## config.mk

```make
export PLATFORM = sky130hd
export DESIGN_NAME = mult_share_ctrl
export DESIGN_NICKNAME = d
export VERILOG_FILES = /design/src/rtl/mult_share_ctrl.sv
export SDC_FILE = /design/constraint.sdc
export NUM_CORES = 1
export LEC_CHECK = 0
export ABC_CLOCK_PERIOD_IN_PS = 3400
export CORE_UTILIZATION = 30
export CTS_CLUSTER_SIZE = 30
export DETAILED_ROUTE_END_ITERATION = 8
export PLACE_DENSITY = 0.62
export SYNTH_ARGS = -nofsm -noshare
export SYNTH_HDL_FRONTEND = slang
export SYNTH_SLANG_ARGS = --single-unit
```

## constraint.sdc

```tcl
create_clock -name CLK -period 3.4 [get_ports CLK]
set_input_delay 1.02 -clock CLK [delete_from_list [all_inputs] [get_ports CLK]]
set_output_delay 1.02 -clock CLK [all_outputs]
set_load 0.05 [all_outputs]
```

## src/rtl/mult_share_ctrl.sv

```systemverilog
// Round-robin sharing of one fixed-latency pipelined multiplier between
// NREQ requesters, with in-order tagged responses through a credit FIFO.
//
// Ports:
//   CLK, RST_n      clock (rising edge), asynchronous active-low reset
//   flush           synchronous abort of all outstanding work
//   req_valid/ready per-requester valid/ready, ready is one-hot or zero
//   req_a/req_b     packed operands, requester i at [i*NBIT +: NBIT]
//   mul_en/a/b      registered issue strobe and operands to multiplier
//   mul_p           product, sampled LAT cycles after mul_en
//   rsp_valid/ready response FIFO head handshake
//   rsp_id/rsp_p    requester index and signed product of the head
//   busy            any operation outstanding

module mult_share_ctrl #(
    parameter int NREQ  = 4,
    parameter int NBIT  = 11,
    parameter int LAT   = 2,
    parameter int DEPTH = 4,
    localparam int ID_W = $clog2(NREQ)
) (
    input  logic                 CLK,
    input  logic                 RST_n,
    input  logic                 flush,
    input  logic [NREQ-1:0]      req_valid,
    output logic [NREQ-1:0]      req_ready,
    input  logic [NREQ*NBIT-1:0] req_a,
    input  logic [NREQ*NBIT-1:0] req_b,
    output logic                 mul_en,
    output logic [NBIT-1:0]      mul_a,
    output logic [NBIT-1:0]      mul_b,
    input  logic [2*NBIT-1:0]    mul_p,
    output logic                 rsp_valid,
    input  logic                 rsp_ready,
    output logic [ID_W-1:0]      rsp_id,
    output logic [2*NBIT-1:0]    rsp_p,
    output logic                 busy
);

    localparam int PW = (DEPTH > 1) ? $clog2(DEPTH) : 1;
    localparam int CW = $clog2(DEPTH + 1);
    localparam int OW = $clog2(DEPTH + LAT + 2);
    localparam int EW = ID_W + 2 * NBIT;

    // Round-robin pointer and issue stage
    logic [ID_W-1:0]           ptr_q, ptr_d;
    logic                      mul_en_q, mul_en_d;
    logic [NBIT-1:0]           mul_a_q, mul_a_d;
    logic [NBIT-1:0]           mul_b_q, mul_b_d;
    logic [ID_W-1:0]           iss_id_q, iss_id_d;

    // Tag pipe aligned with the multiplier latency
    logic [LAT-1:0]            tag_v_q, tag_v_d;
    logic [LAT-1:0][ID_W-1:0]  tag_id_q, tag_id_d;

    // Response FIFO
    logic [EW-1:0]             mem_q [DEPTH];
    logic [PW-1:0]             wr_q, wr_d;
    logic [PW-1:0]             rd_q, rd_d;
    logic [CW-1:0]             cnt_q, cnt_d;

    logic [OW-1:0]             outst;
    logic                      credit;
    logic [ID_W-1:0]           cand;
    logic [ID_W-1:0]           gnt_id;
    logic                      gnt_found;
    logic                      hs;
    logic                      push;
    logic                      pop;
    logic                      fifo_nempty;
    logic [EW-1:0]             head;

    // Credits cover every stage an op can occupy, so the FIFO never
    // overflows; a pop only returns its credit on the following cycle
    // because outst is built from registered state.
    assign outst = OW'(mul_en_q)
                 + OW'($countones(tag_v_q))
                 + OW'(cnt_q);
    assign credit = (outst < OW'(DEPTH));

    always_comb begin
        cand      = '0;
        gnt_id    = '0;
        gnt_found = 1'b0;
        for (int k = 0; k < NREQ; k++) begin
            cand = ID_W'((int'(ptr_q) + k) % NREQ);
            if (!gnt_found && req_valid[cand]) begin
                gnt_found = 1'b1;
                gnt_id    = cand;
            end
        end
    end

    // A found grant already implies req_valid of that requester
    assign hs = RST_n & ~flush & credit & gnt_found;

    always_comb begin
        req_ready = '0;
        if (hs) begin
            req_ready[gnt_id] = 1'b1;
        end
    end

    assign fifo_nempty = (cnt_q != '0);
    assign push        = tag_v_q[LAT-1];
    assign pop         = fifo_nempty & rsp_ready;

    always_comb begin
        ptr_d    = ptr_q;
        mul_en_d = hs;
        mul_a_d  = mul_a_q;
        mul_b_d  = mul_b_q;
        iss_id_d = iss_id_q;
        tag_v_d  = tag_v_q;
        tag_id_d = tag_id_q;
        wr_d     = wr_q;
        rd_d     = rd_q;
        cnt_d    = cnt_q;

        if (hs) begin
            if (gnt_id == ID_W'(NREQ - 1)) begin
                ptr_d = '0;
            end else begin
                ptr_d = gnt_id + ID_W'(1);
            end
            mul_a_d  = req_a[gnt_id*NBIT +: NBIT];
            mul_b_d  = req_b[gnt_id*NBIT +: NBIT];
            iss_id_d = gnt_id;
        end

        for (int k = LAT - 1; k > 0; k--) begin
            tag_v_d[k]  = tag_v_q[k-1];
            tag_id_d[k] = tag_id_q[k-1];
        end
        tag_v_d[0]  = mul_en_q;
        tag_id_d[0] = iss_id_q;

        if (push) begin
            if (wr_q == PW'(DEPTH - 1)) begin
                wr_d = '0;
            end else begin
                wr_d = wr_q + PW'(1);
            end
        end
        if (pop) begin
            if (rd_q == PW'(DEPTH - 1)) begin
                rd_d = '0;
            end else begin
                rd_d = rd_q + PW'(1);
            end
        end
        if (push && !pop) begin
            cnt_d = cnt_q + CW'(1);
        end else if (!push && pop) begin
            cnt_d = cnt_q - CW'(1);
        end

        // Flush overrides any same-cycle push, pop or issue; operands hold
        if (flush) begin
            ptr_d    = '0;
            mul_en_d = 1'b0;
            tag_v_d  = '0;
            wr_d     = '0;
            rd_d     = '0;
            cnt_d    = '0;
        end
    end

    always_ff @(posedge CLK or negedge RST_n) begin
        if (!RST_n) begin
            ptr_q    <= '0;
            mul_en_q <= 1'b0;
            mul_a_q  <= '0;
            mul_b_q  <= '0;
            iss_id_q <= '0;
            tag_v_q  <= '0;
            tag_id_q <= '0;
            wr_q     <= '0;
            rd_q     <= '0;
            cnt_q    <= '0;
        end else begin
            ptr_q    <= ptr_d;
            mul_en_q <= mul_en_d;
            mul_a_q  <= mul_a_d;
            mul_b_q  <= mul_b_d;
            iss_id_q <= iss_id_d;
            tag_v_q  <= tag_v_d;
            tag_id_q <= tag_id_d;
            wr_q     <= wr_d;
            rd_q     <= rd_d;
            cnt_q    <= cnt_d;
        end
    end

    // Storage needs no reset: the head is only exposed while count != 0
    always_ff @(posedge CLK) begin
        if (push && !flush) begin
            mem_q[wr_q] <= {tag_id_q[LAT-1], mul_p};
        end
    end

    assign head      = mem_q[rd_q];
    assign rsp_valid = fifo_nempty;
    assign rsp_id    = fifo_nempty ? head[EW-1 -: ID_W] : '0;
    assign rsp_p     = fifo_nempty ? head[2*NBIT-1:0] : '0;

    assign mul_en = mul_en_q;
    assign mul_a  = mul_a_q;
    assign mul_b  = mul_b_q;
    assign busy   = (outst != '0);

endmodule

```

==> flow_summary.yaml, run 1 <==
status:
  status: "finished with violations"
  violations: "negative setup slack"
logic_synthesis:
  synthAdderAreaFrac: 0.0305
  synth-async-reset-ratio: 0.294
  synth.avg_cell_area_um2: 16.1
  synthesis.area_um2: 6070
  synth_cell_types: 40
  synth_common_cells: "96 x edfxtp_1, 45 x mux2i_1, 40 x dfrtp_1"
  yosysTopAreaCell: "edfxtp_1"
  yosysMostFrequentCell: "edfxtp_1"
  yosys-top-cells-area: "edfxtp_1 47%, dfrtp_1 16%, mux4_2 8.9%"
  yosys_warnings: 0
  ys_seq_elements: 136
  synth_edf_count: 96
  synth_top_area_share: 0.475
  yosysSeqAreaShare: 0.640
  synth_top_family_by_area: "multiplexers"
  synth_simple_gate_area_frac: 0.0814
  synth_cells: 378
  yosys.area_share.xor_xnor: 0.00433
  synthMuxAreaShare: 0.163
  synthesis.nets: 509
  synth_compound_area_frac: 0.0462
  ys.flop_type: "edfxtp_1"
clock_tree:
  clockBufferDepth: 2
  path_clk_slew_ns: 0.06
  cts_buffers: 17
  cts.sinks: 136
  clock_latency_ns: 0.42
  h-tree-depth: 4
  hold_buffers: 0
  cts_tree: "done"
  ctsRootBufferMaster: "clkbuf_16"
setup_path:
  cp-start-kind: "flop"
  cp_data_required_time_ns: 2.38
  crit_fanout: 6
  worstSetupPathType: "flop to output port"
  reg2regPathDepth: 9
  critPathArrivalTime_ns: 2.94
  cp-end-kind: "output port"
  regToRegSetupSlack_ns: 0.32
die:
  initial_core_util: 0.309
  fp-row-count: 51
  die_area_um2: 20800
  io_pins: 171
  core_area_um2: 19700
  die_h_um: 144
  die_x_um: 144
power_and_ir_drop:
  combPwrFrac: 0.403
  p_seq_frac: 0.300
  swShare: 0.373
  power-per-cell-area_nw_per_um2: 805
  power.clock.fraction: 0.297
  p_int_mw: 4.43
  irDropWorstVdd_v: 0.000461
  power.switching_mw: 2.64
  p_leak_nw: 3.43
drt:
  vias: 3952
  viasPerCell: 4.69
  drc: 0
  wire_per_inst_um: 17.2
  drt-total-wl_um: 14500
  ant_nets: 0
  drt_iter0_markers: 175
  dr.pass1.iters: 4
final_layout:
  final_cells: 843
  synthToLayoutAreaGrowth_pct: 44.7
  fin_util: 0.447
  num_antenna_cells: 0
  post-route-cell-area_um2: 8780
  drive_above_1_share: 0.213
  fillers: 1765
  nNetsFinal: 696
timing:
  final_hold_viol_count: 0
  rsz0062_at_grt: "yes"
  max_freq_mhz: 252
  setup_slack_ns: -0.561
  drv_slew: 0
  finClkSkew_ns: 0.0120
  slew-limit-headroom: 0.528
  setup_viol: 5
  worst_slew_pin_slew_ns: 0.708
  fin_tns_setup_ns: -2.42
  period_share: 1.17
  fin_crit_ns: 3.96
placed_design:
  port-buffer-count: 170
  dp.cells: 810
  place_area_um2: 8100
  hpwl_um: 10100
  place_congestion: 0.735
run:
  max_cap_viol_count: 0
global_routing:
  grt_pass1_vias: 4259
  antenna_found_initial: 0
  grt_max_degree: 45
  grt_usage: 0.148
  grt_pass1_wl_um: 22400
  grt_overflow_total: 0
min_path:
  holdCritPathClass: "flop to flop"
  hold_depth: 0
==> what timing repair did <==
item | CTS | global route
setup buffers | 1 | 0
setup endpoints to repair | 5 | 5
resized for setup | 1 | 0
pin swaps | 1 | 0
endpoints found under the hold margin | 0 | 0
==> placed cells by master, fill, tap and decap left out, types with 4 or more instances in the layout <==
cell type	count
edfxtp_1	96
nor2_1	7
and2_1	30
nand2_1	30
dfrtp_1	38
o221ai_1	21
mux2i_1	45
ha_1	9
bufinv_16	6
and2_4	4
buf_12	5
mux4_2	24
inv_1	7
clkdlybuf4s50_1	140
buf_4	45
clkbuf_16	17
==> critical path: stages (launching register included) <==
cell      delay [ns]
dfrtp_1         0.40
fa_1            0.50
ha_2            0.20
fa_2            0.33
xor2_1          0.15
or4b_4          0.57
clkinv_8        0.08
and2_4          0.17
buf_12          0.13
==> worst paths after layout <==
path / to / from
max: req_ready[3] / tag_v_q[0]
min: tag_id_q[3] / tag_id_d[3]
max reg2reg: mul_a[5] / tag_v_q[0]
min reg2reg: tag_id_q[3] / tag_id_d[3]
max in group asynchronous: rd_q[0] / RST_n
min in group asynchronous: mul_a[4] / RST_n
==> cell families (layout without fill, tap and decap cells) <==
family                     Yosys count  after routing
and+or+nand+nor                     91             91
buffers and inverters               33            233
adders and majority gates           13             13
DFF                                136            136
muxes                               69             69
xor gates and xnor gates             3              3
AOI/OAI and AO/OA                   33             33
==> power groups by stage <==
stage                     clock network, mW  registers, mW  logic (mW)
after floorplan                           0           2.55        1.49
after global placement                    0           2.14        2.86
after detailed placement                  0           2.15        2.88
after CTS                              2.14           2.13        2.89
after global routing                   2.21           2.15        3.04
final                                  2.10           2.12        2.85
==> flip-flops by register name, summed over array words and instances, names as in the netlist <==
name,flops
wr_q,2
iss_id_q,2
rd_q,2
mul_en,1
mul_b,11
tag_v_q,2
ptr_q,2
mul_a,11
tag_id_q,2
mem_q,96
cnt_q,3
tag_id_d,2
==> metrics by stage <==
step | power (mW) | worst slack (ns) | hold WS, ns
after CTS | 7.16 | -0.626 | 0.360
after global placement | 5.00 | -0.329 | 0.342
final | 7.07 | -0.561 | 0.356
after global routing | 7.40 | -0.644 | 0.367
after floorplan | 4.04 | -0.235 | 0.331
after detailed placement | 5.03 | -0.391 | 0.346
==> layer usage <==
layer,part of all wire,track usage
met3,0.082,0.0513
met4,0.019,0.0609
met2,0.50,0.261
met5,0,0
met1,0.40,0.163
==> final cells by class <==
class,instances,area [µm²],area share
Tap cell,265,332,0.0378
Inverter,10,50.0,0.00570
Clock buffer,18,429,0.0489
Timing Repair Buffer,191,1840,0.210
Clock inverter,14,244,0.0278
Multi-Input combinational cell,209,2000,0.227
Sequential cell,136,3890,0.443
Power figures use the tool's default switching activity.
==> run 2: changes to the inputs <==
--- a/config.mk
+++ b/config.mk
@@ -6,10 +6,10 @@
 export NUM_CORES = 1
 export LEC_CHECK = 0
 export ABC_CLOCK_PERIOD_IN_PS = 3400
-export CORE_UTILIZATION = 30
+export CORE_UTILIZATION = 43
 export CTS_CLUSTER_SIZE = 30
 export DETAILED_ROUTE_END_ITERATION = 8
-export PLACE_DENSITY = 0.62
+export PLACE_DENSITY = 0.76
 export SYNTH_ARGS = -nofsm -noshare
 export SYNTH_HDL_FRONTEND = slang
 export SYNTH_SLANG_ARGS = --single-unit
==> run 2 against run 1 <==
  * Global-route usage increased by 4.9 points
  * First-iteration DRC count is 19% higher
  * Critical path type unchanged
  * Via count barely moved
  * Wire length shrank 6.3%
  * Combinational power hardly changed
  * Clock-buffer cell count is 1 lower
  * Register-to-register slack better by 0.02 ns
  * Maximum frequency increased by 0.51%
  * Highest routed layer unchanged
  * Die area decreased by 30%
  * Largest power group unchanged
  * The run still ends with negative setup slack left
  * Clock skew fell by 0.0023 ns
==> flow_summary.yaml, run 2 (synthesis gave the netlist of run 1 again) <==
status:
  status: "finished with violations"
  violations: "negative setup slack"
timing:
  max_freq_mhz: 254
  setup_viol: 5
  drv_slew: 0
  setup_slack_ns: -0.541
  worst_slew_pin_slew_ns: 0.712
  fin_crit_ns: 3.94
  period_share: 1.16
  slew-limit-headroom: 0.525
  rsz0062_at_grt: "yes"
  finClkSkew_ns: 0.00974
  final_hold_viol_count: 0
min_path:
  holdCritPathClass: "flop to flop"
power_and_ir_drop:
  p_int_mw: 4.13
  power-per-cell-area_nw_per_um2: 787
  p_seq_frac: 0.315
  irDropWorstVdd_v: 0.000348
  power.switching_mw: 2.61
  combPwrFrac: 0.422
  total_power_mw: 6.74
  power.clock.fraction: 0.262
  swShare: 0.387
  p_leak_nw: 3.37
setup_path:
  reg2regPathDepth: 9
  critPathArrivalTime_ns: 2.92
  crit_end: "req_ready[2]"
  crit_fanout: 5
  r2r-start: "tag_v_q[0]"
  crit_path_max_incr_delay_ns: 0.57
  regToRegEndpoint: "mul_b[9]"
  worstSetupPathType: "flop to output port"
  path_cells: "fa_1 > ha_2 > fa_2 > xor2_1 > or4b_4 > clkinv_8 > and2_4 > buf_12"
  regToRegSetupSlack_ns: 0.34
  slowest_stage: "or4b_4"
  cp_data_required_time_ns: 2.38
  cp-end-kind: "output port"
  cp-start-kind: "flop"
  startpoint: "tag_v_q[0]"
final_layout:
  nNetsFinal: 694
  regMostFlops: "mem_q"
  fin_util: 0.619
  fillers: 1029
  drive_above_1_share: 0.210
  final_common_cell: "clkdlybuf4s50_1"
  num_antenna_cells: 0
  largest_reg_flops: 96
  final_cell_mix: "140 x clkdlybuf4s50_1, 96 x edfxtp_1, 45 x mux2i_1"
  synthToLayoutAreaGrowth_pct: 41.1
drt:
  viasPerCell: 5.22
  drt-total-wl_um: 13600
  wire_per_inst_um: 18.0
  dr.pass1.iters: 4
  vias: 3950
  drt_iter0_markers: 208
  ant_nets: 0
  drc: 0
clock_tree:
  cts.sinks: 136
  clockBufferDepth: 2
  cts_tree: "done"
  ctsRootBufferMaster: "clkbuf_16"
  path_clk_slew_ns: 0.06
  clock_latency_ns: 0.41
  cts_buffers: 17
  h-tree-depth: 4
global_routing:
  grt_max_degree: 45
  grt_pass1_vias: 4244
  grt_pass1_wl_um: 21400
  grt_overflow_total: 0
  antenna_found_initial: 0
  grt_usage: 0.197
die:
  io_pins: 171
  fp-row-count: 43
  die_h_um: 121
  initial_core_util: 0.439
  die_area_um2: 14600
  core_area_um2: 13800
  die_x_um: 121
placed_design:
  port-buffer-count: 170
  hpwl_um: 9350
  place_ws_ns: -0.388
  place_congestion: 0.824
run:
  max_cap_viol_count: 0
-- run 2: critical path: cells and delay by family (launching register included) --
family                   cells  cell delay [ns]
XOR/XNOR                     1             0.16
adder cells (fa/ha/maj)      3             1.04
buffers and inverters        2             0.21
flip-flops                   1             0.40
AND/OR/NAND/NOR              2             0.72
-- run 2: cell type report --
class                      instances  area (µm²)  area share
tap                              180         225      0.0263
clock inverter                    15         149      0.0174
sequential                       136        3890       0.454
timing repair buffer             189        1830       0.214
clock buffer                      17         425      0.0497
multi-input combinational        209        2000       0.233
inverter                          10        50.0     0.00584
-- run 2: power by group through the flow --
stage,sequential (mW),clock (mW),combinational (mW)
final,2.13,1.77,2.85
after global routing,2.15,1.87,3.00
after CTS,2.12,1.80,2.87
after detailed placement,2.14,0,2.85
after global placement,2.14,0,2.82
after floorplan,2.55,0,1.49
-- run 2: worst min path at each step --
stage                     start     endpoint  slack [ns]  cells after the start
finish              tag_id_d[3]  tag_id_q[3]        0.36                      0
global route        tag_id_d[3]  tag_id_q[3]        0.37                      0
CTS                 tag_id_d[2]  tag_id_q[2]        0.37                      0
detailed placement  tag_id_d[3]  tag_id_q[3]        0.34                      0
global placement    tag_id_d[2]  tag_id_q[2]        0.34                      0
floorplan           tag_id_d[2]  tag_id_q[2]        0.33                      0
-- run 2: per-stage QoR --
step,hold slack (ns),std cells,TNS (ns),area (µm²)
after floorplan,0.331,378,-0.926,6090
after global routing,0.373,756,-2.75,8560
after global placement,0.335,724,-1.13,7980
after CTS,0.365,756,-2.43,8560
after detailed placement,0.336,724,-1.40,7980
final,0.360,756,-2.28,8560
-- run 2: routing by layer --
layer  up-vias  track usage  wire, µm
met1      1961        0.219      5320
met5         -            0         0
met3        11       0.0750      1030
met2       161        0.351      7140
li1       1817            -         -
met4         0       0.0563       138
-- run 2: repair_timing --
item | in CTS | in global routing
pin swaps | 3 | 0
gates cloned | 0 | 0
gates resized for setup | 2 | 0
hold buffers | 0 | 0
endpoints found under the setup margin | 5 | 5
buffers inserted | 0 | 0
